**config.mk**
```make
export PLATFORM = sky130hd
export DESIGN_NAME = key_rate_ctrl
export DESIGN_NICKNAME = d
export VERILOG_FILES = /design/src/rtl/key_rate_ctrl.sv
export SDC_FILE = /design/constraint.sdc
export NUM_CORES = 1
export LEC_CHECK = 0
export CORE_MARGIN = 2
export CORE_UTILIZATION = 40
export CTS_CLUSTER_SIZE = 24
export DETAILED_ROUTE_END_ITERATION = 8
export HOLD_SLACK_MARGIN = 0.12
export SLEW_MARGIN = 20
export SYNTH_ARGS = -nofsm -noshare
export SYNTH_HDL_FRONTEND = slang
export SYNTH_SLANG_ARGS = --single-unit
```
**constraint.sdc**
```tcl
create_clock -name clk -period 5.1 [get_ports clk]
set_clock_uncertainty 0.1 [all_clocks]
set_input_delay 0.765 -clock clk [delete_from_list [all_inputs] [get_ports clk]]
set_output_delay 0.765 -clock clk [all_outputs]
set_load 0.01 [all_outputs]
```
**src/rtl/key_rate_ctrl.sv**
```systemverilog
// Key press classifier (short/long) that steps a rate selector and drives a
// divided tick strobe plus an LED that toggles on each tick.
module key_rate_ctrl #(
  parameter int unsigned LONG_CYCLES = 25000000,
  parameter int unsigned DIV0        = 25000000,
  parameter int unsigned DIV1        = 12500000,
  parameter int unsigned DIV2        = 5000000,
  parameter int unsigned DIV3        = 2500000
) (
  input  logic       clk,
  input  logic       rst_n,
  input  logic       key_state,
  output logic       press_pulse,
  output logic       release_pulse,
  output logic       long_pulse,
  output logic [1:0] rate_sel,
  output logic       tick,
  output logic       led
);

  localparam int unsigned CNT_W = 32;

  typedef enum logic [1:0] {
    IDLE    = 2'd0,
    PRESSED = 2'd1,
    HELD    = 2'd2
  } state_t;

  state_t           state_q, state_d;
  logic [CNT_W-1:0] hold_q, hold_d;
  logic [CNT_W-1:0] tick_cnt_q, tick_cnt_d;
  logic [CNT_W-1:0] div_sel;
  logic [1:0]       rate_d;
  logic             long_d;
  logic             tick_d;
  logic             rate_change;
  logic             key_d;

  // Tick period for the currently selected rate
  always_comb begin
    case (rate_sel)
      2'd0:    div_sel = CNT_W'(DIV0);
      2'd1:    div_sel = CNT_W'(DIV1);
      2'd2:    div_sel = CNT_W'(DIV2);
      default: div_sel = CNT_W'(DIV3);
    endcase
  end

  // Press classification; a release always beats the long-press threshold
  always_comb begin
    state_d     = state_q;
    hold_d      = hold_q;
    rate_d      = rate_sel;
    long_d      = 1'b0;
    rate_change = 1'b0;
    case (state_q)
      IDLE: begin
        if (key_state) begin
          state_d = PRESSED;
          hold_d  = '0;
        end
      end
      PRESSED: begin
        if (!key_state) begin
          state_d     = IDLE;
          rate_d      = rate_sel + 2'd1;
          rate_change = 1'b1;
        end else if (hold_q == CNT_W'(LONG_CYCLES - 32'd1)) begin
          state_d     = HELD;
          long_d      = 1'b1;
          rate_d      = 2'd0;
          rate_change = 1'b1;
        end else begin
          hold_d = hold_q + CNT_W'(1);
        end
      end
      HELD: begin
        if (!key_state) state_d = IDLE;
      end
      default: state_d = IDLE;
    endcase
  end

  // Any rate update restarts the period so the first tick lands a full period later
  always_comb begin
    tick_d     = 1'b0;
    tick_cnt_d = tick_cnt_q + CNT_W'(1);
    if (rate_change) begin
      tick_cnt_d = '0;
    end else if (tick_cnt_q == div_sel - CNT_W'(1)) begin
      tick_d     = 1'b1;
      tick_cnt_d = '0;
    end
  end

  always_ff @(posedge clk or negedge rst_n) begin
    if (!rst_n) begin
      state_q       <= IDLE;
      hold_q        <= '0;
      tick_cnt_q    <= '0;
      key_d         <= 1'b0;
      press_pulse   <= 1'b0;
      release_pulse <= 1'b0;
      long_pulse    <= 1'b0;
      rate_sel      <= 2'd0;
      tick          <= 1'b0;
      led           <= 1'b0;
    end else begin
      state_q       <= state_d;
      hold_q        <= hold_d;
      tick_cnt_q    <= tick_cnt_d;
      key_d         <= key_state;
      press_pulse   <= key_state & ~key_d;
      release_pulse <= ~key_state & key_d;
      long_pulse    <= long_d;
      rate_sel      <= rate_d;
      tick          <= tick_d;
      led           <= led ^ tick_d;
    end
  end

endmodule

```
==> results.py <==
metrics = {
    "run_status": {
        "run_status": "completed",
    },
    "setup_path": {
        "path_type_of_the_worst_setup_path": "reg2reg",
        "critical_path.endpoint_type": "flip-flop",
        "crit_chain": "inv_1 -> ha_1 -> or3_1 -> a211o_1 -> a2111o_1 -> nor3_4 -> buf_8 -> nor3_1",
        "worstPathArrival_ns": 3.21,
        "critPathMaxStageDelay_ns": 0.58,
        "worstSetupStartpointType": "flip-flop",
        "worstRegToRegCells": 8,
        "worst_r2r_startpoint": "rate_sel[1]$_DFFE_PN0P_",
        "r2r-end": "tick_cnt_q[22]$_DFF_PN0_",
        "cpLargestDelayFamily": "simple AND/OR/NAND/NOR gates",
        "timing.critical_path.fanout_max": 18,
        "critical-path-slowest-cell": "sky130_fd_sc_hd__nor3_4",
        "cp_data_required_time_ns": 5.22,
        "reg2reg_slack_ns": 2.01,
        "sum_of_buffers_and_inverters_on_the_critical_path": 2,
    },
    "placement": {
        "dp_worst_setup_slack_ns": 1.891,
        "hpwlAfterDp_um": 6584,
        "port-buffer-count": 9,
        "gpl_congestion": 0.8019,
    },
    "synth": {
        "yosysWarnings": 0,
        "syn-instance-count": 456,
        "yosys.cell_types.count": 51,
        "netlist_top_cells_count": "sky130_fd_sc_hd__dfrtp_1, sky130_fd_sc_hd__nor3_1, sky130_fd_sc_hd__nand2_1",
        "synth_sequential_area_ratio_pct": 43.92,
        "synth-main-ff-cell": "sky130_fd_sc_hd__dfrtp_1",
        "synth_async_sr_flop_share_pct": 100.0,
        "synth_edf_count": 0,
        "avgSynthCellArea_um2": 9.247,
        "postSynthRegisterBits": 74,
        "synthTopCellsByArea": "sky130_fd_sc_hd__dfrtp_1, sky130_fd_sc_hd__xor2_1, sky130_fd_sc_hd__nor3_1, sky130_fd_sc_hd__xnor2_1, sky130_fd_sc_hd__nand4_1",
        "post-synth-top-count-cell": "sky130_fd_sc_hd__dfrtp_1",
        "netlist_area_um2": 4217,
        "synthDominantAreaCellType": "sky130_fd_sc_hd__dfrtp_1",
        "synth_nets": 469,
        "share_of_yosys_cell_area_claimed_by_the_top_area_cell_type_pct": 43.92,
    },
    "clock_tree": {
        "clkLatencyLatePin_ns": 0.36,
        "tritoncts": "done",
        "cts.path.max_buffers": 2,
        "cts-hold-fix-buffers": 0,
        "cts.root.buffer_cell": "sky130_fd_sc_hd__clkbuf_8",
        "post_cts_buffers": 0,
        "cts_made_buffers": 9,
        "clock_sink_count": 74,
        "postCtsResizedCells": 0,
        "worst_setup_hold_path_clk_slew_ns": 0.08,
        "htree_levels": 3,
    },
    "route": {
        "drtIter0Drc": 143,
        "firstDrtPassIters": 4,
        "detailroute.via_count": 3492,
        "drc": 0,
        "routed_via_count_divided_by_cell_count": 5.820,
        "drt_wl_total_um": 9942,
        "antenna_violating_nets_post_route": 0,
        "wire_per_inst_um": 16.57,
    },
    "pwr": {
        "cellLeakagePower_nw": 1.903,
        "powerDensity_nw_per_um2": 283.9,
        "worst_ir_drop_vdd_v": 0.0001773,
    },
    "floorplan": {
        "floorplan.die.width_um": 106.7,
        "fp.coreArea_um2": 10280,
        "die_height_um": 106.7,
        "core.rowCount": 37,
        "dieArea_um2": 11380,
        "top_level_ports": 10,
        "floorplan.initialDensity_pct": 41.03,
    },
    "grt": {
        "grt-ovfl-total": 0,
        "antenna_found_initial": 0,
        "grt_usage_pct": 18.70,
        "number_of_global_route_vias_before_repair": 3385,
        "grt_first_pass_wirelength_um": 16930,
        "maximum_number_of_pins_on_one_net_before_global_route_repair": 75,
    },
    "timing": {
        "hold_violations": 0,
        "postLayoutSetupSlackWorst_ns": 2.014,
        "grt_setup_unrepaired": "false",
        "final.setup.tns_ns": 0,
        "layout_worst_path_cycle_share_pct": 60.52,
        "setup-violations-final": 0,
        "finalMaxSlewViolations": 0,
        "finalHoldWorstSlack_ns": 0.3204,
        "max-slew-margin-rel_pct": 34.51,
        "post-route-min-period_ns": 3.086,
        "fmaxAchievable_ghz": 0.3240,
        "timing_worst_slew_pin_value_ns": 0.9742,
    },
    "job": {
        "drv_cap": 0,
    },
    "worst_hold_path": {
        "holdCritPathClass": "reg2reg",
        "hp-start": "key_d$_DFF_PN0_",
        "whs_endpoint": "press_pulse$_DFF_PN0_",
        "worst_hold_path.num_cells": 1,
    },
    "cells_and_area": {
        "seq_area_um2": 1852,
        "nets": 472,
        "fillCellCount": 1016,
        "layout-drive-gt1-share_pct": 6.466,
        "insertedDiodeCount": 0,
        "area.growth.synth_to_final_pct": 10.92,
        "area_taken_by_multi_input_logic_gates_um2": 2258,
        "finish.utilization_pct": 45.51,
    },
}
[metal layers]
layer / routed length (um) / vias up / part of all wire, % / GRT usage [%]
met1: 4678 / 1734 / 47 / 24.14
met3: 355 / 10 / 3.6 / 4.134
met4: 131 / 0 / 1.3 / 4.824
li1: - / 1689 / - / -
met2: 4777 / 59 / 48 / 31.85
met5: 0 / - / 0 / 0
[flip-flops by register name (all words and copies together) (netlist names)]
name / cells
long_pulse: 1
tick: 1
rate_sel: 2
tick_cnt_q: 32
press_pulse: 1
key_d: 1
led: 1
state_q: 2
hold_q: 32
release_pulse: 1
[area by class of cell]
| class | instances | area share, % |
|---|---|---|
| clock buffers | 12 | 3.103 |
| clock inverters | 4 | 1.578 |
| inverters | 8 | 0.6421 |
| multi-input cells | 350 | 48.29 |
| flip-flops and latches | 74 | 39.59 |
| well taps | 136 | 3.638 |
| repair buffers | 16 | 3.157 |
[per-stage QoR]
step / total power (W) / instance area, um^2 / std cells
after floorplan: 0.0007627 / 4217 / 456
after global placement: 0.0008147 / 4434 / 583
after detailed placement: 0.0008233 / 4449 / 584
after CTS: 0.001344 / 4668 / 600
after global routing: 0.001387 / 4677 / 600
final: 0.001328 / 4677 / 600
[where the power goes]
group          internal (W)  switching [W]  leakage [nW]
registers          0.000612      0.0000350          1.01
clock network      0.000291       0.000227         0.111
logic             0.0000700      0.0000936         0.785
total              0.000972       0.000356          1.90
[layout by cell type (no fill, tap or decap), types with 3 or more instances in the layout]
master	count
sky130_fd_sc_hd__nor2_1	26
sky130_fd_sc_hd__a21oi_1	15
sky130_fd_sc_hd__nor4_1	12
sky130_fd_sc_hd__or4_1	9
sky130_fd_sc_hd__xnor2_1	16
sky130_fd_sc_hd__ha_1	10
sky130_fd_sc_hd__nand4_1	21
sky130_fd_sc_hd__xor2_1	30
sky130_fd_sc_hd__clkdlybuf4s50_1	8
sky130_fd_sc_hd__nand2_1	34
sky130_fd_sc_hd__and3_1	12
sky130_fd_sc_hd__inv_1	8
sky130_fd_sc_hd__clkbuf_8	10
sky130_fd_sc_hd__or3_1	12
sky130_fd_sc_hd__and2_1	6
sky130_fd_sc_hd__o211ai_1	3
sky130_fd_sc_hd__o31ai_1	8
sky130_fd_sc_hd__a31oi_1	3
sky130_fd_sc_hd__o21ai_0	15
sky130_fd_sc_hd__nand2b_1	4
sky130_fd_sc_hd__nand3_1	21
sky130_fd_sc_hd__buf_4	7
sky130_fd_sc_hd__nor2b_1	3
sky130_fd_sc_hd__nor3_1	46
sky130_fd_sc_hd__and4_1	8
sky130_fd_sc_hd__dfrtp_1	74
[cells by family after synthesis]
group,Yosys count,synth area share (%)
adder cells (fa/ha/maj),10,2.967
flip-flops,74,43.92
AO/OA/AOI/OAI,63,10.03
buffers and inverters,32,3.027
multiplexers,2,0.4748
AND/OR/NAND/NOR,229,30.03
XOR/XNOR,46,9.555
[worst max path at each step]
stage	start	to	cells after the start	slack (ns)
2_1_floorplan	rate_sel[1]$_DFFE_PN0P_	tick_cnt_q[12]$_DFF_PN0_	8	2.40
3_3_place_gp	rate_sel[1]$_DFFE_PN0P_	tick_cnt_q[30]$_DFF_PN0_	7	1.88
3_5_place_dp	key_state	hold_q[23]$_DFFE_PN0P_	5	1.89
4_1_cts	rate_sel[1]$_DFFE_PN0P_	tick_cnt_q[22]$_DFF_PN0_	8	2.00
5_1_grt	rate_sel[1]$_DFFE_PN0P_	tick_cnt_q[22]$_DFF_PN0_	8	1.84
6_report	rate_sel[1]$_DFFE_PN0P_	tick_cnt_q[22]$_DFF_PN0_	8	2.01
No activity file was read; power rests on OpenSTA's default activity.
